$ cat src/rtl/alu_defs_pkg.sv
`default_nettype none
// ============================================================================
//  Module   : alu_defs (package)
//  Purpose  : Shared constants for the ALU issue controller: ALU op codes,
//             MIPS opcode/funct values and the controller state encoding.
//  Ports    : none (package)
//  Revision : 1.0 - initial release
// ============================================================================
package alu_defs;

    // 3-bit ALU op interface
    localparam logic [2:0] ALUOP_AND = 3'b000;
    localparam logic [2:0] ALUOP_OR  = 3'b001;
    localparam logic [2:0] ALUOP_NOR = 3'b010;
    localparam logic [2:0] ALUOP_XOR = 3'b011;
    localparam logic [2:0] ALUOP_LUI = 3'b100;

    // Primary opcodes (instr[31:26])
    localparam logic [5:0] OPC_RTYPE = 6'b000000;
    localparam logic [5:0] OPC_ANDI  = 6'b001100;
    localparam logic [5:0] OPC_ORI   = 6'b001101;
    localparam logic [5:0] OPC_XORI  = 6'b001110;
    localparam logic [5:0] OPC_LUI   = 6'b001111;

    // R-type function codes (instr[5:0])
    localparam logic [5:0] FUNCT_AND = 6'b100100;
    localparam logic [5:0] FUNCT_OR  = 6'b100101;
    localparam logic [5:0] FUNCT_XOR = 6'b100110;
    localparam logic [5:0] FUNCT_NOR = 6'b100111;

    // Destination select: rt field for I-type, rd field for R-type
    localparam logic DST_RT = 1'b0;
    localparam logic DST_RD = 1'b1;

    typedef enum logic [1:0] {
        ST_IDLE   = 2'd0,
        ST_DECODE = 2'd1,
        ST_EXEC   = 2'd2,
        ST_WB     = 2'd3
    } state_e;

endpackage : alu_defs
`default_nettype wire

$ cat src/rtl/alu_op_decode.sv
`default_nettype none
// ============================================================================
//  Module   : alu_op_decode
//  Purpose  : Combinational decode of a MIPS logic instruction into the ALU
//             op, operand-B select, destination field select and NOP/illegal
//             classification.
//  Ports    : instr       - 32-bit instruction word
//             alu_op      - 3-bit ALU op
//             alu_src_imm - 1 = operand B is the immediate
//             dst_sel     - DST_RD (R-type) or DST_RT (I-type)
//             is_nop      - instruction is the all-zero NOP
//             illegal     - instruction cannot be executed
//  Revision : 1.0 - initial release
// ============================================================================
module alu_op_decode
    import alu_defs::*;
#(
    parameter bit ENABLE_LUI   = 1'b1,
    parameter bit STRICT_SHAMT = 1'b1
) (
    input  logic [31:0] instr,
    output logic [2:0]  alu_op,
    output logic        alu_src_imm,
    output logic        dst_sel,
    output logic        is_nop,
    output logic        illegal
);

    logic [5:0] w_opcode;
    logic [5:0] w_funct;
    logic [4:0] w_shamt;

    assign w_opcode = instr[31:26];
    assign w_funct  = instr[5:0];
    assign w_shamt  = instr[10:6];

    always_comb begin
        alu_op      = ALUOP_AND;
        alu_src_imm = 1'b0;
        dst_sel     = DST_RT;
        is_nop      = 1'b0;
        illegal     = 1'b0;

        if (instr == 32'h0000_0000) begin
            // The all-zero word would otherwise fall into the R-type
            // illegal-funct path; it is a real NOP targeting $0.
            is_nop  = 1'b1;
            dst_sel = DST_RD;
        end else begin
            case (w_opcode)
                OPC_RTYPE: begin
                    dst_sel = DST_RD;
                    case (w_funct)
                        FUNCT_AND: alu_op = ALUOP_AND;
                        FUNCT_OR:  alu_op = ALUOP_OR;
                        FUNCT_NOR: alu_op = ALUOP_NOR;
                        FUNCT_XOR: alu_op = ALUOP_XOR;
                        default:   illegal = 1'b1;
                    endcase
                    if (STRICT_SHAMT && (w_shamt != 5'd0)) begin
                        illegal = 1'b1;
                    end
                end
                OPC_ANDI: begin
                    alu_op      = ALUOP_AND;
                    alu_src_imm = 1'b1;
                end
                OPC_ORI: begin
                    alu_op      = ALUOP_OR;
                    alu_src_imm = 1'b1;
                end
                OPC_XORI: begin
                    alu_op      = ALUOP_XOR;
                    alu_src_imm = 1'b1;
                end
                OPC_LUI: begin
                    alu_op      = ALUOP_LUI;
                    alu_src_imm = 1'b1;
                    if (!ENABLE_LUI) begin
                        illegal = 1'b1;
                    end
                end
                default: illegal = 1'b1;
            endcase
        end
    end

endmodule : alu_op_decode
`default_nettype wire

$ cat src/rtl/alu_issue_ctrl.sv
`default_nettype none
// ============================================================================
//  Module   : alu_issue_ctrl
//  Purpose  : Multi-cycle issue controller driving the 3-bit ALU op interface.
//             Accepts one instruction per valid/ready handshake and sequences
//             IDLE -> DECODE -> EXEC -> WB, returning register write-back and
//             the zero flag of the last completed op.
//  Ports    : clk, resetn            - clock, synchronous active-low reset
//             instr_valid/ready/instr - instruction handshake
//             rs_addr, rt_addr       - register-file read addresses
//             alu_op, alu_src_imm,
//             imm_ext                - ALU control and immediate operand
//             alu_y, alu_zero        - ALU result and zero flag
//             wb_en, wb_addr, wb_data - register write-back
//             zero_flag              - zero flag of last completed op
//             illegal                - one-cycle undecodable pulse (DECODE)
//             busy                   - controller not in IDLE
//  Revision : 1.0 - initial release
// ============================================================================
module alu_issue_ctrl
    import alu_defs::*;
#(
    parameter bit ENABLE_LUI   = 1'b1,
    parameter bit STRICT_SHAMT = 1'b1
) (
    input  logic        clk,
    input  logic        resetn,
    input  logic        instr_valid,
    output logic        instr_ready,
    input  logic [31:0] instr,
    output logic [4:0]  rs_addr,
    output logic [4:0]  rt_addr,
    output logic [2:0]  alu_op,
    output logic        alu_src_imm,
    output logic [31:0] imm_ext,
    input  logic [31:0] alu_y,
    input  logic        alu_zero,
    output logic        wb_en,
    output logic [4:0]  wb_addr,
    output logic [31:0] wb_data,
    output logic        zero_flag,
    output logic        illegal,
    output logic        busy
);

    state_e      r_state;
    state_e      w_state_nxt;

    logic [31:0] r_instr;
    logic [2:0]  r_alu_op;
    logic        r_alu_src_imm;
    logic [4:0]  r_dst;
    logic [31:0] r_imm_ext;
    logic        r_is_nop;
    logic [31:0] r_wb_data;
    logic        r_zero_stage;
    logic        r_zero_flag;

    logic [2:0]  w_dec_op;
    logic        w_dec_src_imm;
    logic        w_dec_dst_sel;
    logic        w_dec_is_nop;
    logic        w_dec_illegal;

    alu_op_decode #(
        .ENABLE_LUI   (ENABLE_LUI),
        .STRICT_SHAMT (STRICT_SHAMT)
    ) u_decode (
        .instr       (r_instr),
        .alu_op      (w_dec_op),
        .alu_src_imm (w_dec_src_imm),
        .dst_sel     (w_dec_dst_sel),
        .is_nop      (w_dec_is_nop),
        .illegal     (w_dec_illegal)
    );

    // ------------------------------------------------------------------
    // State register
    // ------------------------------------------------------------------
    always_ff @(posedge clk) begin
        if (!resetn) begin
            r_state <= ST_IDLE;
        end else begin
            r_state <= w_state_nxt;
        end
    end

    // ------------------------------------------------------------------
    // Next-state and control outputs
    // ------------------------------------------------------------------
    always_comb begin
        w_state_nxt = r_state;
        instr_ready = 1'b0;
        illegal     = 1'b0;
        wb_en       = 1'b0;
        busy        = 1'b1;

        case (r_state)
            ST_IDLE: begin
                busy        = 1'b0;
                // Ready is gated by resetn so nothing is accepted during reset.
                instr_ready = resetn;
                if (instr_valid) begin
                    w_state_nxt = ST_DECODE;
                end
            end
            ST_DECODE: begin
                if (w_dec_illegal) begin
                    illegal     = 1'b1;
                    w_state_nxt = ST_IDLE;
                end else begin
                    w_state_nxt = ST_EXEC;
                end
            end
            ST_EXEC: begin
                w_state_nxt = ST_WB;
            end
            ST_WB: begin
                wb_en       = !r_is_nop && (r_dst != 5'd0);
                w_state_nxt = ST_IDLE;
            end
            default: begin
                w_state_nxt = ST_IDLE;
            end
        endcase
    end

    // ------------------------------------------------------------------
    // Datapath registers
    // ------------------------------------------------------------------
    always_ff @(posedge clk) begin
        if (!resetn) begin
            r_instr       <= 32'h0;
            r_alu_op      <= ALUOP_AND;
            r_alu_src_imm <= 1'b0;
            r_dst         <= 5'd0;
            r_imm_ext     <= 32'h0;
            r_is_nop      <= 1'b0;
            r_wb_data     <= 32'h0;
            r_zero_stage  <= 1'b0;
            r_zero_flag   <= 1'b0;
        end else begin
            case (r_state)
                ST_IDLE: begin
                    if (instr_valid) begin
                        r_instr <= instr;
                    end
                end
                ST_DECODE: begin
                    r_alu_op      <= w_dec_op;
                    r_alu_src_imm <= w_dec_src_imm;
                    r_dst         <= (w_dec_dst_sel == DST_RD) ? r_instr[15:11]
                                                               : r_instr[20:16];
                    r_imm_ext     <= {16'h0000, r_instr[15:0]};
                    r_is_nop      <= w_dec_is_nop;
                end
                ST_EXEC: begin
                    r_wb_data    <= alu_y;
                    r_zero_stage <= alu_zero;
                end
                ST_WB: begin
                    // Flag commits only when the op completes, so an aborted
                    // instruction never disturbs it; $0 writes still count.
                    if (!r_is_nop) begin
                        r_zero_flag <= r_zero_stage;
                    end
                end
                default: begin
                end
            endcase
        end
    end

    // Read addresses come straight from the latched word and stay valid
    // through EXEC while the register file feeds the ALU.
    assign rs_addr     = r_instr[25:21];
    assign rt_addr     = r_instr[20:16];
    assign alu_op      = r_alu_op;
    assign alu_src_imm = r_alu_src_imm;
    assign imm_ext     = r_imm_ext;
    assign wb_addr     = r_dst;
    assign wb_data     = r_wb_data;
    assign zero_flag   = r_zero_flag;

endmodule : alu_issue_ctrl
`default_nettype wire

$ cat config.mk
export PLATFORM = sky130hd
export DESIGN_NAME = alu_issue_ctrl
export DESIGN_NICKNAME = d
export VERILOG_FILES = /design/src/rtl/alu_defs_pkg.sv /design/src/rtl/alu_op_decode.sv /design/src/rtl/alu_issue_ctrl.sv
export SDC_FILE = /design/constraint.sdc
export NUM_CORES = 1
export LEC_CHECK = 0
export ABC_AREA = 1
export BUFFER_PORTS_ARGS = -buffer_cell sky130_fd_sc_hd__buf_4
export CAP_MARGIN = 25
export CORE_MARGIN = 2
export CORE_UTILIZATION = 51
export CTS_CLUSTER_DIAMETER = 150
export CTS_CLUSTER_SIZE = 30
export DETAILED_ROUTE_END_ITERATION = 12
export GPL_ROUTABILITY_DRIVEN = 0
export PLACE_DENSITY = 0.84
export REMOVE_ABC_BUFFERS = 1
export SYNTH_ARGS = -nofsm -noshare
export SYNTH_HDL_FRONTEND = slang
export SYNTH_SLANG_ARGS = --single-unit
$ cat constraint.sdc
create_clock -name clk -period 1.86 [get_ports clk]
set_clock_uncertainty 0.05 [all_clocks]
set_input_delay 0.186 -clock clk [delete_from_list [all_inputs] [get_ports clk]]
set_output_delay 0.186 -clock clk [all_outputs]
set_load 0.05 [all_outputs]
### Word-level counts from Yosys, hierarchy flattened

Cells that the tools add are included.

| storage, ports and cells | value |
|---|---|
| logic and storage cells | 55 |
| output and inout bits | 88 |
| input port bits | 68 |
| flip-flop bits (word level) | 94 |

| cells by class | value |
|---|---|
| bitwise logic cells | 1 |
| muxes and demuxes | 21 |
| equal/unequal tests | 12 |
| reductions and logical operators | 11 |

Operator list:

| cell | count |
|---|---|
| logical NOT 32 bit | 1 |
| == test 6 x 4 -> 1 bit (second input constant) | 4 |
| == test 6 bit (second input constant) | 4 |
| 2-to-1 mux 1 bit | 13 |
| one-hot mux 3 bit (4 select lines) | 1 |
| nonzero test 5 bit | 2 |
| one-hot mux 2 bit (4 select lines) | 1 |
| OR reduction 4 bit | 2 |
| logical NOT 6 bit | 1 |
| one-hot mux 2 bit (3 select lines) | 1 |
| 2-to-1 mux 5 bit | 1 |
| == test 2 bit (second input constant) | 2 |
| 2-to-1 mux 2 bit | 2 |
| AND reduction 2 bit | 2 |
| 2-to-1 mux 3 bit | 1 |
| == test 2 x 1 -> 1 bit (second input constant) | 1 |
| logical NOT 2 bit | 1 |
| != test 2 bit (second input constant) | 1 |
| one-hot mux 1 bit (2 select lines) | 1 |
| logical AND 1 bit | 1 |
| logical NOT 1 bit | 1 |
| NOT 1 bit | 1 |

### Logic depth before layout (Yosys ltp)

Gate-level depths: netlist (run 1).

| logic depth | value |
|---|---|
| depth in word-level cells | 8 |
| gate-level depth with buffers | 8 |
| mapped depth without buffers | 8 |

### By module

A second synthesis (run 1) with hierarchy kept.

| second synthesis, totals | value |
|---|---|
| cell total of the unflattened synthesis | 604 |
| area total of the unflattened synthesis | 4155.2 um^2 |

By module, submodules not included:

| module | times used | cells each | area an instance (um^2) |
|---|---|---|---|
| alu_issue_ctrl | 1 | 552 | 3913.8 |
| alu_op_decode | 1 | 52 | 241.5 |

### Worst setup path after synthesis (run 1)

Ideal clock, no wire load.

| timing path | value |
|---|---|
| path type | register -> output |
| from | reg r_instr[30] |
| to | out illegal |
| data arrival time | 1.598 ns |
| cell stages (with the launch flop) | 8 |
| data required time | 1.624 ns |
| setup slack | 0.026 ns |
| cell sequence | dfxtp_1 -> nor2_2 -> nand3_2 -> inv_1 -> o21ai_1 -> nand2_1 -> nand2_1 -> nor2_1 |

| on the way | value |
|---|---|
| word-level cells in the longest chain between the ends | 6 |

Ends and longest elaborated chain:

| item | RTL line | text |
|---|---|---|
| start, declared | alu_issue_ctrl.sv:49 | `logic [31:0] r_instr;` |
| start signal, assigned | alu_issue_ctrl.sv:146 | `r_instr <= instr;` |
| == test 6 x 4 -> 1 bit | alu_op_decode.sv:50 | `case (w_opcode)` |
| OR reduction 4 bit (no source line) | -- |  |
| one-hot mux 1 bit (2 select lines) | alu_op_decode.sv:50 |  |
| 2-to-1 mux 1 bit * | alu_op_decode.sv:44 | `if (instr == 32'h0000_0000) begin` |
| 2-to-1 mux 1 bit * | alu_issue_ctrl.sv:108 | `if (w_dec_illegal) begin` |
| 2-to-1 mux 1 bit * | alu_issue_ctrl.sv:98 | `case (r_state)` |
| end, declared | alu_issue_ctrl.sv:42 | `output logic illegal,` |

Every way passes the cells marked *; elsewhere a longest branch is shown, timed or not.

### Worst setup path in the final report (run 1)

| timing path | value |
|---|---|
| from | reg r_instr[31] |
| to | out illegal |

Same word-level chain as after synthesis.

==> results of run 1 <==
power breakdown:
part / switching (µW) / total [µW] / internal, µW / leakage, µW
Combinational: 762 / 1120 / 362 / 0.00159
Clock: 673 / 1370 / 695 / 0.0000996
Sequential: 112 / 2270 / 2160 / 0.000771
cell usage in the layout, fill, tap and decap left out, drive strengths merged, types with 13 or more instances in the layout:
| cell type | instances |
|---|---|
| nand3 | 15 |
| o21ai | 84 |
| nand2 | 29 |
| inv | 24 |
| nor2 | 169 |
| conb | 16 |
| dfxtp | 94 |
| buf | 148 |
| a21oi | 18 |
| clkbuf | 13 |
through the flow:
stage,instances,setup WS (ns)
after detailed placement,703,0.2076
after global routing,724,-0.003946
after global placement,703,0.2800
after floorplan,459,-0.02731
after CTS,721,-0.001531
final,724,0.08401
state kept, by name (all words and copies together), names as in the netlist, named ones only:
signal / flops
imm_ext: 16
alu_op: 3
r_is_nop: 1
zero_flag: 1
r_zero_stage: 1
alu_src_imm: 1
wb_data: 32
r_instr: 32
r_state: 1
wb_addr: 5
area by class of cell:
| type | count | area (µm²) | share of cell area [%] |
|---|---|---|---|
| Timing Repair Buffer | 150 | 1135 | 22.68 |
| Multi-Input combinational cell | 341 | 1559 | 31.16 |
| Clock buffer | 13 | 158.9 | 3.176 |
| Inverter | 24 | 97.59 | 1.950 |
| Tap cell | 99 | 123.9 | 2.476 |
| Sequential cell | 94 | 1887 | 37.71 |
| Clock inverter | 3 | 42.54 | 0.8502 |
layer usage:
layer	vias up	GRT usage (%)
met5	-	0
met4	0	6.667
li1	1790	-
met2	146	38.91
met1	1624	29.38
met3	13	8.047
kinds of logic after synthesis:
kind of cell	Yosys count	synth area share (%)
buf+inv	75	11.78
compound gates	108	14.72
simple gates	216	23.42
flops	94	49.75
other cells	1	0.09914
xor+xnor	1	0.2316
timing repair:
action                     in CTS  in global routing
setup endpoints to repair       2                  2
hold endpoints to repair        2                  0
resized for setup               8                 10
buffers inserted                0                  3
hold buffers                    2                  0
pin swaps                       2                  5
critical path: stages (launching register included):
cell and delay, ns:
dfxtp_2 0.34, nor2_4 0.15, nand3_4 0.12, inv_4 0.09, o21ai_1 0.06, nand2_1 0.08
nand2_2 0.07, nor2_2 0.13, buf_6 0.17
worst paths after layout:
kind	start	endpoint	slack, ns	cells past startpoint
worst min-delay path	alu_y[4]	wb_data[4]	0.01	3
worst max register to register	r_state[0]	wb_addr[2]	0.47	6
worst max-delay path	r_instr[31]	illegal	0.08	8
worst min register to register	r_zero_stage	zero_flag	0.41	2
==> results by group, run 1 <==
Run status
  • Status: finished, final reports clean

Detailed routing
  • First DRT Iteration DRCs: 181
  • Met1 wire length: 4.055 mm
  • Highest routing layer actually used: met4
  • WL met2: 4.529 mm
  • Routed WL: 9.660 mm
  • Met3 wire length: 971 µm
  • Vias per inst: 4.935
  • Final antenna-violating net count: 0
  • DRC violations left: 0
  • Routed len/inst: 13.34 µm
  • DRT Pass-1 Iters: 4
  • Via count: 3,573

Placement
  • DP Area: 4701 µm²
  • DP HPWL: 6.775 mm
  • Port Buffers: 139

Clock network
  • Clock sinks: 94
  • Worst-path clk slew: 0.09 ns
  • CTS tree: built
  • Skew-Pair Late Insertion Delay: 0.34 ns
  • Total CTS buffers: 9
  • H-tree lvl count: 3
  • CTS Root Cell: clkbuf_8
  • Clock Tree Buf Depth: 2

Worst setup path
  • Crit-path max FO: 6
  • Worst setup SP type: flop
  • Setup crit end kind: output pin
  • Worst Path Required: 1.62 ns
  • Crit path arrival time: 1.54 ns
  • CP Class: flop to output pin

Floorplan
  • Cell Rows: 31
  • Io pins: 156
  • Die Span X: 90.12 µm
  • Initial Util: 52.43%
  • Core footprint: 7214 µm²
  • Die Ht: 90.12 µm
  • Die area: 8122 µm²

Global routing
  • GRT Overall Usage: 23.57%
  • First-pass GRT wire length: 16.14 mm
  • Antenna violations before repair: 0
  • Vias in the first global route: 3,523
  • Largest net degree at the start of global routing: 38
  • Gr ovfl total: 0

Logic synthesis
  • Synthesized area: 3782 µm²
  • Top cell type's share of synthesized area: 49.75%
  • Library cells used by synthesis: 26
  • Cell taking the most area after synthesis: dfxtp_1
  • Top post-synthesis cells by count: nor2_1, dfxtp_1, o21ai_0, buf_4, nand2_1
  • Main area contributors after synthesis: dfxtp_1, nor2_1, o21ai_0
  • Total number of yosys warnings: 0
  • Syn Area/Cell: 7.641 µm²
  • Sequential share of the synthesized area: 49.75%
  • Count leader, synth: nor2_1
  • Number of synthesized flops with an enable pin: 0
  • Post-Synthesis Cells: 495
  • FF+latch count, synth: 94
  • Fraction of registers with async set/reset: 0%
  • Most used DFF post-synth: dfxtp_1

Hold path
  • Worst min path class: input pin to flop

Power and ir drop
  • Leakage: 0.002456 µW
  • Pwr/cell area: 951.3 nW/µm²
  • Total power: 4760 µW
  • Peak supply drop: 0.4817 mV

Timing
  • Max-slew violation count: 0
  • Achievable Freq: 0.5631 GHz
  • Final period util: 95.48%
  • Worst-Margin Slew: 0.5737 ns
  • Setup TNS: 0 ns
  • Final Setup Violations: 0
  • Min cycle time layout: 1.776 ns
  • Slew headroom: 61.70%
  • Hold Slack: 0.009887 ns
  • Fin. Hold Viols: 0

Final layout
  • Antenna Cells: 0
  • Fin util: 69.35%
  • Share of cells above drive strength 1: 29.92%
  • Synthesis-to-finish area growth: 32.29%
  • Final instance area: 5004 µm²
  • Fin nets: 688
  • Fill cells: 614

Run
  • Maxcap violations: 0
Power figures use the tool's default switching activity.
==> run 2: changes to the inputs <==
--- a/config.mk
+++ b/config.mk
@@ -5,16 +5,15 @@
 export SDC_FILE = /design/constraint.sdc
 export NUM_CORES = 1
 export LEC_CHECK = 0
-export ABC_AREA = 1
 export BUFFER_PORTS_ARGS = -buffer_cell sky130_fd_sc_hd__buf_4
 export CAP_MARGIN = 25
 export CORE_MARGIN = 2
-export CORE_UTILIZATION = 51
+export CORE_UTILIZATION = 52
 export CTS_CLUSTER_DIAMETER = 150
 export CTS_CLUSTER_SIZE = 30
 export DETAILED_ROUTE_END_ITERATION = 12
 export GPL_ROUTABILITY_DRIVEN = 0
-export PLACE_DENSITY = 0.84
+export PLACE_DENSITY = 0.85
 export REMOVE_ABC_BUFFERS = 1
 export SYNTH_ARGS = -nofsm -noshare
 export SYNTH_HDL_FRONTEND = slang
==> run 2 against run 1 <==
  * The flow now finishes with violations (setup timing)
  * Clock power decreased by 21%
  * Routed wire length down 3.1%
  * Total power fell by 18%
  * Cell area increased by 2.9%
  * Fmax is 21% lower
  * Count of clock-buffer cells in the layout down 3
  * First-iteration DRC count decreased by 50%
  * Worst hold slack improved by 0.031 ns
  * Critical path depth fell by 3
  * Sequential share of layout area is 1.2 points lower
  * Critical path type unchanged
  * Critical endpoint unchanged
  * Highest routed layer unchanged
==> results by group, run 2 <==
Detailed routing
  • Final antenna-violating net count: 0 (unchanged)
  • Routed len/inst: 13.43 µm (was 13.34 µm)
  • Routed WL: 9.363 mm (was 9.660 mm)
  • Via count: 3,485 (was 3,573)
  • DRT Pass-1 Iters: 4 (unchanged)
  • DRC violations left: 0 (unchanged)
  • Vias per inst: 5.000 (was 4.935)
  • First DRT Iteration DRCs: 91 (was 181)

Clock network
  • Total CTS buffers: 9 (unchanged)
  • Post-CTS Setup Bufs: 0 (unchanged)
  • H-tree lvl count: 3 (unchanged)
  • CTS Root Cell: clkbuf_8 (unchanged)
  • Worst-path clk slew: 0.08 ns (was 0.09 ns)
  • Clock sinks: 94 (unchanged)
  • CTS tree: built (unchanged)
  • Clock Tree Buf Depth: 2 (unchanged)
  • Skew-Pair Late Insertion Delay: 0.35 ns (was 0.34 ns)

Logic synthesis
  • Main area contributors after synthesis: dfxtp_1, nand2_1, a21boi_0 (was dfxtp_1, nor2_1, o21ai_0)
  • Syn Area/Cell: 8.296 µm² (was 7.641 µm²)
  • Total number of yosys warnings: 0 (unchanged)
  • Top post-synthesis cells by count: nand2_1, dfxtp_1, a21boi_0, buf_4, clkbuf_1 (was nor2_1, dfxtp_1, o21ai_0, buf_4, nand2_1)
  • Fraction of registers with async set/reset: 0% (unchanged)
  • Library cells used by synthesis: 35 (was 26)
  • Post-Synth Simple-Gate Area: 21.56% (was 23.42%)
  • Synthesized area: 3882 µm² (was 3782 µm²)
  • Cell taking the most area after synthesis: dfxtp_1 (unchanged)
  • Synth Area in Compound Gates: 19.72% (was 14.72%)
  • Multiplexer share of the synthesized area: 1.547% (was 0%)
  • Sequential share of the synthesized area: 48.47% (was 49.75%)
  • Synth Area in XOR/XNOR: 0.4512% (was 0.2316%)
  • Synth Area in Adders: 0% (unchanged)
  • Largest family of logic cells by synthesized area: simple AND/OR/NAND/NOR gates (unchanged)
  • Count leader, synth: nand2_1 (was nor2_1)
  • Number of synthesized flops with an enable pin: 0 (unchanged)
  • Post-Synthesis Cells: 468 (was 495)
  • FF+latch count, synth: 94 (unchanged)
  • Most used DFF post-synth: dfxtp_1 (unchanged)
  • Top cell type's share of synthesized area: 48.47% (was 49.75%)

Power and ir drop
  • Pwr/cell area: 757.4 nW/µm² (was 951.3 nW/µm²)
  • Total power: 3901 µW (was 4760 µW)
  • Leakage: 0.002192 µW (was 0.002456 µW)
  • Peak supply drop: 0.4974 mV (was 0.4817 mV)

Final layout
  • Fin nets: 667 (was 688)
  • Share of cells above drive strength 1: 29.93% (was 29.92%)
  • Fin util: 71.00% (was 69.35%)
  • Most frequent cells in the layout: nand2_1, buf_4, dfxtp_1 (was nor2_1, buf_4, dfxtp_1)
  • Synthesis-to-finish area growth: 32.65% (was 32.29%)
  • Commonest non-fill, non-tap cell in the layout: nand2_1 (was nor2_1)
  • Antenna Cells: 0 (unchanged)
  • Fill cells: 576 (was 614)

Floorplan
  • Die Span X: 90.41 µm (was 90.12 µm)
  • Io pins: 156 (unchanged)
  • Die area: 8173 µm² (was 8122 µm²)
  • Initial Util: 53.53% (was 52.43%)
  • Die Ht: 90.41 µm (was 90.12 µm)
  • Cell Rows: 31 (unchanged)
  • Core footprint: 7253 µm² (was 7214 µm²)

Hold path
  • Hold Startpoint: alu_y[23] (was alu_y[4])
  • Worst min path class: input pin to flop (unchanged)
  • Hold path depth: 3 (unchanged)
  • Hold endpoint: wb_data[23] (was wb_data[4])

Worst setup path
  • Worst Path Required: 1.62 ns (about the same)
  • R2R Setup Slk: 0.11 ns (was 0.47 ns)
  • Setup crit end kind: output pin (unchanged)
  • Worst setup SP type: flop (unchanged)
  • R2r startpoint: r_instr[11] (was r_state[0])
  • Crit path arrival time: 2.00 ns (was 1.54 ns)
  • Crit-path max FO: 2 (was 6)
  • CP Class: flop to output pin (unchanged)
  • Depth of the worst register-to-register path: 5 (was 6)

Global routing
  • GR peak layer: met2 (unchanged)
  • First-pass GRT wire length: 15.41 mm (was 16.14 mm)
  • Antenna violations before repair: 0 (unchanged)
  • Vias in the first global route: 3,364 (was 3,523)
  • Met2 Track Usage GR: 37.72% (was 38.91%)
  • GRT Overall Usage: 22.94% (was 23.57%)
  • Global routing usage on met3: 6.344% (was 8.047%)
  • Largest net degree at the start of global routing: 57 (was 38)
  • Gr ovfl total: 0 (unchanged)
  • GR Util met1: 28.59% (was 29.38%)

Run
  • Maxcap violations: 0 (unchanged)

Timing
  • Final Setup Violations: 1 (was 0)
  • Max-slew violation count: 0 (unchanged)
  • Min cycle time layout: 2.235 ns (was 1.776 ns)
  • Worst setup slack after layout: -0.3751 ns (was 0.08401 ns)
  • Achievable Freq: 0.4474 GHz (was 0.5631 GHz)
  • RSZ-0062 raised after global routing: true
  • Final period util: 120.2% (was 95.48%)
  • Fin. Hold Viols: 0 (unchanged)

Run status
  • Violated checks: setup timing
  • Status: finished, violations left (was finished, final reports clean)

Placement
  • Port Buffers: 139 (unchanged)
  • DP HPWL: 6.884 mm (was 6.775 mm)
## run 2: kinds of logic (layout without fill, tap and decap cells)
logic type / after synthesis / count (layout)
XOR/XNOR: 2 / 2
AO/OA/AOI/OAI: 105 / 105
flip-flops: 94 / 94
AND/OR/NAND/NOR: 203 / 203
buffers and inverters: 57 / 172
multiplexers: 6 / 6
other: 1 / 16
## run 2: power by group
part	total [µW]	leakage [µW]	switching (µW)	internal, µW
logic	695	0.00136	419	276
clock network	1080	0.0000719	601	478
registers	2130	0.000764	52.7	2070
total	3900	0.00219	1070	2830
## run 2: final cells by class
type	count	area (µm²)	area share [%]
clock buffers	10	137.6	2.672
inverters	1	3.754	0.07289
multi-input cells	332	1765	34.28
flip-flops and latches	94	1882	36.54
well taps	99	123.9	2.405
repair buffers	161	1237	24.03
## run 2: per-layer routing
| layer | vias up | part of all wire [%] |
|---|---|---|
| li1 | 1744 | - |
| met1 | 1590 | 44 |
| met2 | 145 | 47 |
| met3 | 6 | 8.5 |
| met4 | 0 | 0.62 |
| met5 | - | 0 |
## run 2: timing repair
action / in CTS / in global routing
cloned: 0 / 0
endpoints found under the setup margin: 1 / 1
pin swaps: 2 / 0
hold endpoints to repair: 0 / 0
hold buffers: 0 / 0
gates resized for setup: 3 / 1
## run 2: through the flow
step	hold WS [ns]	TNS, ns	setup slack [ns]	area [µm²]	std cells
final	0.04040	-0.3751	-0.3751	5150	697
after global routing	0.03638	-0.4364	-0.4364	5150	697
after CTS	0.02647	-0.3777	-0.3777	5142	697
after detailed placement	0.4050	-0.05918	-0.05918	4989	687
after global placement	0.3983	-0.01976	-0.01976	4989	687
after floorplan	0.2642	-1.330	-0.1507	3626	427
## run 2: worst max-delay path by stage
stage / slack (ns) / to / from / cells past startpoint
2_1_floorplan: -0.15 / alu_op[0] / r_state[0] / 4
3_3_place_gp: -0.02 / illegal / r_instr[6] / 5
3_5_place_dp: -0.06 / illegal / r_instr[6] / 5
4_1_cts: -0.38 / illegal / r_instr[11] / 5
5_1_grt: -0.44 / illegal / r_instr[11] / 5
6_report: -0.38 / illegal / r_instr[11] / 5
## run 2: worst max-delay path: stages (launching register included)
cell and delay (ns):
dfxtp_1 0.31, or4_4 0.55, nor4_4 0.32, a32oi_2 0.11
o21a_1 0.21, buf_6 0.16
==> run 3: changes to the inputs <==
--- a/config.mk
+++ b/config.mk
@@ -8,12 +8,12 @@
 export BUFFER_PORTS_ARGS = -buffer_cell sky130_fd_sc_hd__buf_4
 export CAP_MARGIN = 25
 export CORE_MARGIN = 2
-export CORE_UTILIZATION = 52
+export CORE_UTILIZATION = 48
 export CTS_CLUSTER_DIAMETER = 150
 export CTS_CLUSTER_SIZE = 30
 export DETAILED_ROUTE_END_ITERATION = 12
 export GPL_ROUTABILITY_DRIVEN = 0
-export PLACE_DENSITY = 0.85
+export PLACE_DENSITY = 0.79
 export REMOVE_ABC_BUFFERS = 1
 export SYNTH_ARGS = -nofsm -noshare
 export SYNTH_HDL_FRONTEND = slang
==> run 3 against run 2 <==
  * The run still ends with setup timing left
  * Cell area up 0.78%
  * Count of clock-buffer cells in the layout grew 1
  * Cell count up 1.1%
  * Via count decreased by 0.46%
  * Clock power up 25%
  * Non-clock buffer count fell by 1
  * Register-to-register slack gained 0.04 ns
  * Critical path type unchanged
  * Largest cell class unchanged
==> results by group, run 3 (same netlist as run 2, synthesis figures left out) <==
Worst setup path
  • Worst Path Required: 1.62 ns (about the same)
  • Crit-path slowest cell: or4_4 (unchanged)
  • Bufs and invs on worst path: 1 (unchanged)
  • Max stage delay on crit path: 0.53 ns (was 0.55 ns)
  • Crit path arrival time: 1.95 ns (was 2.00 ns)
  • R2r startpoint: r_instr[12] (was r_instr[11])
  • Delay-heaviest family, CP: simple AND/OR/NAND/NOR gates (unchanged)
  • Worst setup SP type: flop (unchanged)
  • Worst path cell trace: or4_4 -> nor4_4 -> a32oi_1 -> o21a_1 -> buf_6 (was or4_4 -> nor4_4 -> a32oi_2 -> o21a_1 -> buf_6)
  • Setup crit end kind: output pin (unchanged)
  • CP Class: flop to output pin (unchanged)
  • R2R Setup Slk: 0.15 ns (was 0.11 ns)
  • Depth of the worst register-to-register path: 5 (unchanged)
  • Crit-path max FO: 4 (was 2)

Clock network
  • H-tree lvl count: 3 (unchanged)
  • CTS Root Cell: clkbuf_8 (unchanged)
  • CTS Hold Bufs: 0 (unchanged)
  • Skew-Pair Late Insertion Delay: 0.35 ns (about the same)
  • Clock sinks: 94 (unchanged)
  • Total CTS buffers: 9 (unchanged)
  • Clock Tree Buf Depth: 2 (unchanged)
  • Worst-path clk slew: 0.09 ns (was 0.08 ns)
  • CTS tree: built (unchanged)

Detailed routing
  • DRT Pass-1 Iters: 4 (unchanged)
  • First DRT Iteration DRCs: 112 (was 91)
  • Final antenna-violating net count: 0 (unchanged)
  • Via count: 3,469 (was 3,485)
  • DRC violations left: 0 (unchanged)
  • Routed WL: 9.091 mm (was 9.363 mm)
  • Routed len/inst: 12.90 µm (was 13.43 µm)
  • Vias per inst: 4.921 (was 5.000)

Floorplan
  • Die area: 8824 µm² (was 8173 µm²)
  • Cell Rows: 32 (was 31)
  • Initial Util: 49.98% (was 53.53%)
  • Die Ht: 93.94 µm (was 90.41 µm)
  • Core footprint: 7767 µm² (was 7253 µm²)
  • Io pins: 156 (unchanged)
  • Die Span X: 93.94 µm (was 90.41 µm)

Power and ir drop
  • Total power: 4157 µW (was 3901 µW)
  • Peak supply drop: 0.4018 mV (was 0.4974 mV)
  • Leakage: 0.002199 µW (was 0.002192 µW)
  • Pwr/cell area: 801.0 nW/µm² (was 757.4 nW/µm²)

Timing
  • Max-slew violation count: 0 (unchanged)
  • Worst setup slack after layout: -0.3285 ns (was -0.3751 ns)
  • Fin. Hold Viols: 0 (unchanged)
  • Final period util: 117.7% (was 120.2%)
  • Final Setup Violations: 1 (unchanged)
  • RSZ-0062 raised after global routing: true (unchanged)
  • Achievable Freq: 0.4569 GHz (was 0.4474 GHz)
  • Min cycle time layout: 2.188 ns (was 2.235 ns)

Hold path
  • Hold Startpoint: alu_y[8] (was alu_y[23])
  • Hold endpoint: wb_data[8] (was wb_data[23])
  • Hold path depth: 3 (unchanged)
  • Worst min path class: input pin to flop (unchanged)

Global routing
  • Gr ovfl total: 0 (unchanged)
  • GRT Overall Usage: 20.78% (was 22.94%)
  • Vias in the first global route: 3,227 (was 3,364)
  • Antenna violations before repair: 0 (unchanged)
  • First-pass GRT wire length: 14.74 mm (was 15.41 mm)
  • Largest net degree at the start of global routing: 42 (was 57)

Final layout
  • Commonest non-fill, non-tap cell in the layout: nand2_1 (unchanged)
  • Share of cells above drive strength 1: 30.35% (was 29.93%)
  • Antenna Cells: 0 (unchanged)
  • Final cell count without fillers: 705 (was 697)
  • Fin nets: 666 (was 667)
  • Synthesis-to-finish area growth: 33.68% (was 32.65%)
  • Most frequent cells in the layout: nand2_1, buf_4, dfxtp_1 (unchanged)

Run status
  • Violated checks: setup timing (unchanged)
  • Status: finished, violations left (unchanged)

Placement
  • Port Buffers: 139 (unchanged)
  • DP HPWL: 6.745 mm (was 6.884 mm)
  • Placed cells: 689 (was 687)

Run
  • Maxcap violations: 0 (unchanged)
run 3: worst max path at each step:
| stage | slack [ns] | from | cells after the start | endpoint |
|---|---|---|---|---|
| CTS | -0.35 | r_instr[12] | 5 | illegal |
| finish | -0.33 | r_instr[12] | 5 | illegal |
| floorplan | -0.15 | r_state[0] | 4 | alu_op[0] |
| global placement | -0.004 | r_instr[6] | 5 | illegal |
| detailed placement | -0.006 | r_instr[6] | 5 | illegal |
| global route | -0.42 | r_instr[12] | 5 | illegal |
run 3: timing repair:
action / 4_1_cts / 5_1_grt
endpoints found under the hold margin: 0 / 0
pin swaps: 1 / 0
gates cloned: 0 / 0
setup buffers: 0 / 0
resized for setup: 4 / 0
setup endpoints to repair: 1 / 1
run 3: layout make-up:
| type | count | area [µm²] |
|---|---|---|
| Clock buffer | 11 | 141.4 |
| Multi-Input combinational cell | 332 | 1758 |
| Clock inverter | 5 | 58.81 |
| Timing Repair Buffer | 160 | 1217 |
| Sequential cell | 94 | 1883 |
| Inverter | 1 | 3.754 |
| Fill cell | 682 | 2577 |
| Tap cell | 102 | 127.6 |
run 3: power breakdown:
part | switching, µW | leakage [µW] | total [µW] | internal (µW)
clock network | 690 | 0.0000955 | 1350 | 659
registers | 52.2 | 0.000764 | 2130 | 2070
logic | 409 | 0.00134 | 682 | 273
total | 1150 | 0.00220 | 4160 | 3010
run 3: layer usage:
metal  wire length [µm]  global-route usage [%]  up-vias
met2               4117                   33.99      134
met4                 88                   6.522        0
met5                  0                       0        -
met3                769                   4.575        9
li1                   -                       -     1755
met1               4115                   27.39     1571
run 3: worst min-delay path: stages:
cell	delay [ns]
buf_4	0.11
nand2_1	0.04
a21boi_0	0.06
run 3: through the flow:
stage | setup TNS [ns] | cell area [µm²] | worst slack [ns] | hold slack (ns) | util [%]
after floorplan | -1.330 | 3626 | -0.1507 | 0.2642 | -
after global routing | -0.4236 | 5190 | -0.4236 | 0.01972 | 66.82
after detailed placement | -0.005979 | 4972 | -0.005979 | 0.4047 | 64.01
final | -0.3285 | 5190 | -0.3285 | 0.03078 | 66.82
after global placement | -0.004025 | 4972 | -0.004025 | 0.3971 | 64.01
after CTS | -0.3527 | 5190 | -0.3527 | 0.01927 | 66.82
